**config.mk**
```make
export PLATFORM = sky130hd
export DESIGN_NAME = hoaa_pipe_adder
export DESIGN_NICKNAME = d
export VERILOG_FILES = /design/src/rtl/hoaa_pipe_adder.sv
export SDC_FILE = /design/constraint.sdc
export NUM_CORES = 1
export LEC_CHECK = 0
export ABC_AREA = 1
export ABC_CLOCK_PERIOD_IN_PS = 5300
export CAP_MARGIN = 20
export CORE_AREA = 2 2 83 85
export DETAILED_ROUTE_END_ITERATION = 8
export DIE_AREA = 0 0 85 87
export PLACE_DENSITY = 0.84
export SETUP_SLACK_MARGIN = 0.5
export SYNTH_ARGS = -nofsm -noshare
export SYNTH_HDL_FRONTEND = slang
export SYNTH_SLANG_ARGS = --single-unit
```
**constraint.sdc**
```tcl
create_clock -name clk -period 5.3 [get_ports clk]
set_clock_uncertainty 0.1 [all_clocks]
set_input_delay 0.53 -clock clk [delete_from_list [all_inputs] [get_ports clk]]
set_output_delay 0.53 -clock clk [all_outputs]
set_load 0.03 [all_outputs]
```
**src/rtl/hoaa_pipe_adder.sv**
```systemverilog
// Two-stage elastic approximate adder: low APPROX_BITS bits are OR-approximated, upper bits exact with a predicted carry.
// Optional exact-sum error monitor is built when HOAA_ERR_MONITOR_EN is defined.
module hoaa_pipe_adder #(
    parameter int WIDTH       = 16,
    parameter int APPROX_BITS = 4
) (
    input  logic             clk,
    input  logic             rst,
    input  logic             in_valid,
    output logic             in_ready,
    input  logic [WIDTH-1:0] a,
    input  logic [WIDTH-1:0] b,
    output logic             out_valid,
    input  logic             out_ready,
    output logic [WIDTH-1:0] sum,
    output logic             cout,
    output logic [31:0]      err_count,
    output logic [31:0]      err_abs_acc
);

    localparam int CH_IDX = (APPROX_BITS > 0) ? APPROX_BITS - 1 : 0;
    localparam logic [WIDTH-1:0] LO_MASK =
        (APPROX_BITS == 0) ? {WIDTH{1'b0}} : ({WIDTH{1'b1}} >> (WIDTH - APPROX_BITS));

    logic             s1_valid_q, s1_valid_d;
    logic [WIDTH-1:0] lo_q, lo_d;
    logic [WIDTH-1:0] ahi_q, ahi_d;
    logic [WIDTH-1:0] bhi_q, bhi_d;
    logic             ch_q, ch_d;

    logic             out_valid_q, out_valid_d;
    logic [WIDTH-1:0] sum_q, sum_d;
    logic             cout_q, cout_d;

    logic             s1_load;
    logic             s2_load;
    logic [WIDTH:0]   hi_sum;

    assign s2_load  = !out_valid_q || out_ready;
    assign in_ready = !s1_valid_q || s2_load;
    assign s1_load  = in_valid && in_ready;

    always_comb begin
        s1_valid_d = s1_valid_q;
        lo_d       = lo_q;
        ahi_d      = ahi_q;
        bhi_d      = bhi_q;
        ch_d       = ch_q;
        if (s2_load) begin
            s1_valid_d = s1_load;
        end
        if (s1_load) begin
            lo_d  = (a | b) & LO_MASK;
            ahi_d = a >> APPROX_BITS;
            bhi_d = b >> APPROX_BITS;
            ch_d  = (APPROX_BITS > 0) ? (a[CH_IDX] & b[CH_IDX]) : 1'b0;
        end
    end

    // Upper part is aligned to bit 0 so the carry-out lands at bit WIDTH-k for every k, including k=WIDTH.
    always_comb begin
        hi_sum      = {1'b0, ahi_q} + {1'b0, bhi_q} + {{WIDTH{1'b0}}, ch_q};
        out_valid_d = out_valid_q;
        sum_d       = sum_q;
        cout_d      = cout_q;
        if (s2_load) begin
            out_valid_d = s1_valid_q;
            if (s1_valid_q) begin
                sum_d  = WIDTH'(hi_sum << APPROX_BITS) | lo_q;
                cout_d = hi_sum[WIDTH-APPROX_BITS];
            end
        end
    end

    always_ff @(posedge clk) begin
        if (rst) begin
            s1_valid_q  <= 1'b0;
            lo_q        <= '0;
            ahi_q       <= '0;
            bhi_q       <= '0;
            ch_q        <= 1'b0;
            out_valid_q <= 1'b0;
            sum_q       <= '0;
            cout_q      <= 1'b0;
        end else begin
            s1_valid_q  <= s1_valid_d;
            lo_q        <= lo_d;
            ahi_q       <= ahi_d;
            bhi_q       <= bhi_d;
            ch_q        <= ch_d;
            out_valid_q <= out_valid_d;
            sum_q       <= sum_d;
            cout_q      <= cout_d;
        end
    end

    assign out_valid = out_valid_q;
    assign sum       = sum_q;
    assign cout      = cout_q;

`ifdef HOAA_ERR_MONITOR_EN
    logic [WIDTH:0] exact1_q, exact1_d;
    logic [WIDTH:0] exact2_q, exact2_d;
    logic [31:0]    cnt_q, cnt_d;
    logic [31:0]    acc_q, acc_d;
    logic [WIDTH:0] approx_v;
    logic [WIDTH:0] dist;
    logic [33:0]    acc_sum;

    always_comb begin
        exact1_d = exact1_q;
        exact2_d = exact2_q;
        if (s1_load) begin
            exact1_d = {1'b0, a} + {1'b0, b};
        end
        if (s2_load && s1_valid_q) begin
            exact2_d = exact1_q;
        end
    end

    // Counters move only on the output handshake, so a stalled result is counted exactly once.
    always_comb begin
        approx_v = {cout_q, sum_q};
        dist     = (approx_v >= exact2_q) ? (approx_v - exact2_q) : (exact2_q - approx_v);
        acc_sum  = {2'b00, acc_q} + {{(33 - WIDTH){1'b0}}, dist};
        cnt_d    = cnt_q;
        acc_d    = acc_q;
        if (out_valid_q && out_ready && (approx_v != exact2_q)) begin
            cnt_d = (cnt_q == 32'hFFFF_FFFF) ? cnt_q : cnt_q + 32'd1;
            acc_d = (acc_sum[33:32] != 2'b00) ? 32'hFFFF_FFFF : acc_sum[31:0];
        end
    end

    always_ff @(posedge clk) begin
        if (rst) begin
            exact1_q <= '0;
            exact2_q <= '0;
            cnt_q    <= '0;
            acc_q    <= '0;
        end else begin
            exact1_q <= exact1_d;
            exact2_q <= exact2_d;
            cnt_q    <= cnt_d;
            acc_q    <= acc_d;
        end
    end

    assign err_count   = cnt_q;
    assign err_abs_acc = acc_q;
`else
    assign err_count   = 32'd0;
    assign err_abs_acc = 32'd0;
`endif

endmodule

```
==> impl_metrics.json <==
{
  "ant_nets": 0,
  "slew_headroom_pct": 41.9,
  "placeableCoreArea_um2": 6570,
  "pin_count": 119,
  "tritoncts": "done",
  "antenna_found_initial": 0,
  "drt_iter0_drc": 164,
  "overflow": 0,
  "synth-main-ff-cell": "dfxtp_1",
  "gp_congestion": 0.799,
  "critPathKind": "in2out",
  "ctsResizeCount": 0,
  "clock_path_buffers": 2,
  "endpoint": "in_ready",
  "syn_avg_cell_area_um2": 7.14,
  "drive_gt1_share_pct": 6.09,
  "grt_usage_pct": 14.8,
  "reg2reg_depth": 9,
  "crit_arrival_ns": 1.84,
  "status": "completed",
  "postCtsSetupRepairBufs": 0,
  "grt_pass1_vias": 2016,
  "netlist.top_cell.by_area": "dfxtp_1",
  "fin_area_um2": 3330,
  "start_util_pct": 44.7,
  "fp.dieH_um": 87,
  "finalCriticalPeriod_ns": 2.47,
  "cts_inserted_buffers": 5,
  "fmax_mhz": 404,
  "die_x_um": 85,
  "via_per_inst": 4.46,
  "clock-sinks": 48,
  "max_stage_delay_ns": 0.67,
  "critPathMaxFanout": 3,
  "period_share_pct": 46.7,
  "start_kind": "input pin",
  "met3_length_um": 385,
  "worst_setup_hold_path_clk_slew_ns": 0.09,
  "setup_tns_ns": 0,
  "worst_setup_path_end_kind": "primary output",
  "yosysMostFrequentCell": "nor2_1",
  "synth_edf_count": 0,
  "powerDensity_nw_per_um2": 265,
  "fillers": 678,
  "synth_cell_types": 29,
  "synth_warnings": 0,
  "ys_seq_elements": 48,
  "synth_commonest_cells": "nor2_1 (83), buf_4 (65), nand2_1 (56), dfxtp_1 (48), inv_1 (35)",
  "ctsHoldBuffers": 0,
  "crit_required_ns": 4.67,
  "die_area_um2": 7400,
  "cp_cell_sequence": "clkdlybuf4s50_1, nor2_4, nand2_4, clkdlybuf4s50_1",
  "wl_met2_um": 2630,
  "register_area_um2": 961,
  "r2r-start": "ahi_q[0]$_SDFFE_PP0P_",
  "synth_top_area_share_pct": 32.7,
  "nNetsFinal": 508,
  "placementRows": 30,
  "grt_max_degree": 37,
  "min_path_type": "reg2reg",
  "place_area_um2": 3240,
  "r2r-end": "sum[10]$_SDFFE_PP0P_",
  "top_layer_used": "met4",
  "dr.pass1.iters": 4,
  "setup_viol": 0,
  "rsz0062_at_grt": "false",
  "cp_slowest_cell": "clkdlybuf4s50_1",
  "crit_start": "out_ready",
  "crit_top_cell": "clkdlybuf4s50_1",
  "grt_pass1_wl_um": 8880,
  "synthTopCellsByArea": "dfxtp_1 (33%), buf_4 (17%), nor2_1 (11%), nand2_1 (7.2%), o21ai_0 (5.8%)",
  "drc_errors": 0,
  "final_max_slew_viol_count": 0,
  "min-delay-start": "ahi_q[2]$_SDFFE_PP0P_",
  "multiInputGateArea_um2": 1500,
  "antenna_cells": 0,
  "htree_levels": 2,
  "areaGrowthSynthToFinish_pct": 13.6,
  "via_count": 2407,
  "ir_drop_v": 0.000139,
  "placedCellCount": 532,
  "clk_latency_ns": 0.31,
  "hpwlAfterDp_um": 4350,
  "totalWireLength_um": 5520,
  "yosysSeqAreaShare_pct": 32.7,
  "wl_met1_um": 2460,
  "hold_viol": 0,
  "routedWlPerCell_um": 10.2,
  "synthArstFlopShare_pct": 0,
  "io_buffers": 54,
  "root_buffer": "clkbuf_8",
  "fin_cells": 540,
  "rrSetupSlack_ns": 3.12,
  "cap_violations": 0,
  "tightest_slew_ns": 0.870,
  "synthCells": 411,
  "cellLeakagePower_uw": 0.00165,
  "synthesis.area_um2": 2940
}
-- registers in the layout, indices dropped and copies added (netlist names) --
register	count
lo_q	4
cout	1
out_valid	1
ahi_q	12
sum	16
bhi_q	12
ch_q	1
s1_valid_q	1
-- worst max-delay path: cells and delay by family --
kind / cells / cell delay (ns)
buffers and inverters: 2 / 1.17
AND/OR/NAND/NOR: 2 / 0.14
-- power by group --
group          switching, uW  total, uW  internal [uW]
clock                    132        226           93.9
sequential              16.5        404            388
combinational            167        252           84.8
total                    316        882            566
-- per-stage QoR --
stage / power [uW] / hold WS, ns / setup slack (ns) / util [%]
3_3_place_gp: 659 / 0.359 / 2.84 / 49.4
5_1_grt: 932 / 0.417 / 2.78 / 50.7
6_report: 882 / 0.396 / 2.83 / 50.7
4_1_cts: 887 / 0.397 / 2.81 / 50.7
3_5_place_dp: 665 / 0.370 / 2.77 / 49.4
2_1_floorplan: 632 / 0.350 / 3.34 / -
-- how the worst min path moves through the flow --
stage / endpoint / depth (start not counted) / slack, ns
3_3_place_gp: sum[3]$_SDFFE_PP0P_ / 2 / 0.36
2_1_floorplan: sum[3]$_SDFFE_PP0P_ / 2 / 0.35
5_1_grt: ahi_q[2]$_SDFFE_PP0P_ / 2 / 0.42
6_report: ahi_q[2]$_SDFFE_PP0P_ / 2 / 0.40
4_1_cts: sum[3]$_SDFFE_PP0P_ / 2 / 0.40
3_5_place_dp: sum[3]$_SDFFE_PP0P_ / 2 / 0.37
-- layout by cell type, fill, tap and decap left out, drive strengths merged --
cell type,count
a21oi,11
clkbuf,5
clkdlybuf4s50,54
clkinv,1
clkinvlp,1
conb,64
dfxtp,48
fa,2
ha,11
inv,38
nand2,59
nand3,17
nand3b,1
nand4,3
nor2,95
nor3,4
o21ai,40
or2,1
xnor2,4
xor2,1
-- per-layer routing --
metal | track usage (%) | vias to the layer above
li1 | - | 1249
met1 | 19.5 | 1058
met2 | 25.0 | 96
met3 | 2.75 | 4
met4 | 4.33 | 0
met5 | 0 | -
-- cell type report --
class	count	area share [%]
Clock buffer	5	2.06
Tap cell	80	3.00
Sequential cell	48	28.8
Multi-Input combinational cell	313	45.1
Timing Repair Buffer	54	16.2
Inverter	37	4.17
Clock inverter	3	0.638
-- cell families (layout without fill, tap and decap cells) --
family          after synthesis  count (layout)  synth area share (%)
simple gates                180             180                  26.5
buf+inv                     113              99                  24.1
compound gates               51              51                  8.95
flops                        48              48                  32.7
fa+ha+maj                    13              13                  6.05
xor+xnor                      5               5                  1.49
other cells                   1              64                 0.128
Note: power is estimated with default switching activity, not from simulation.
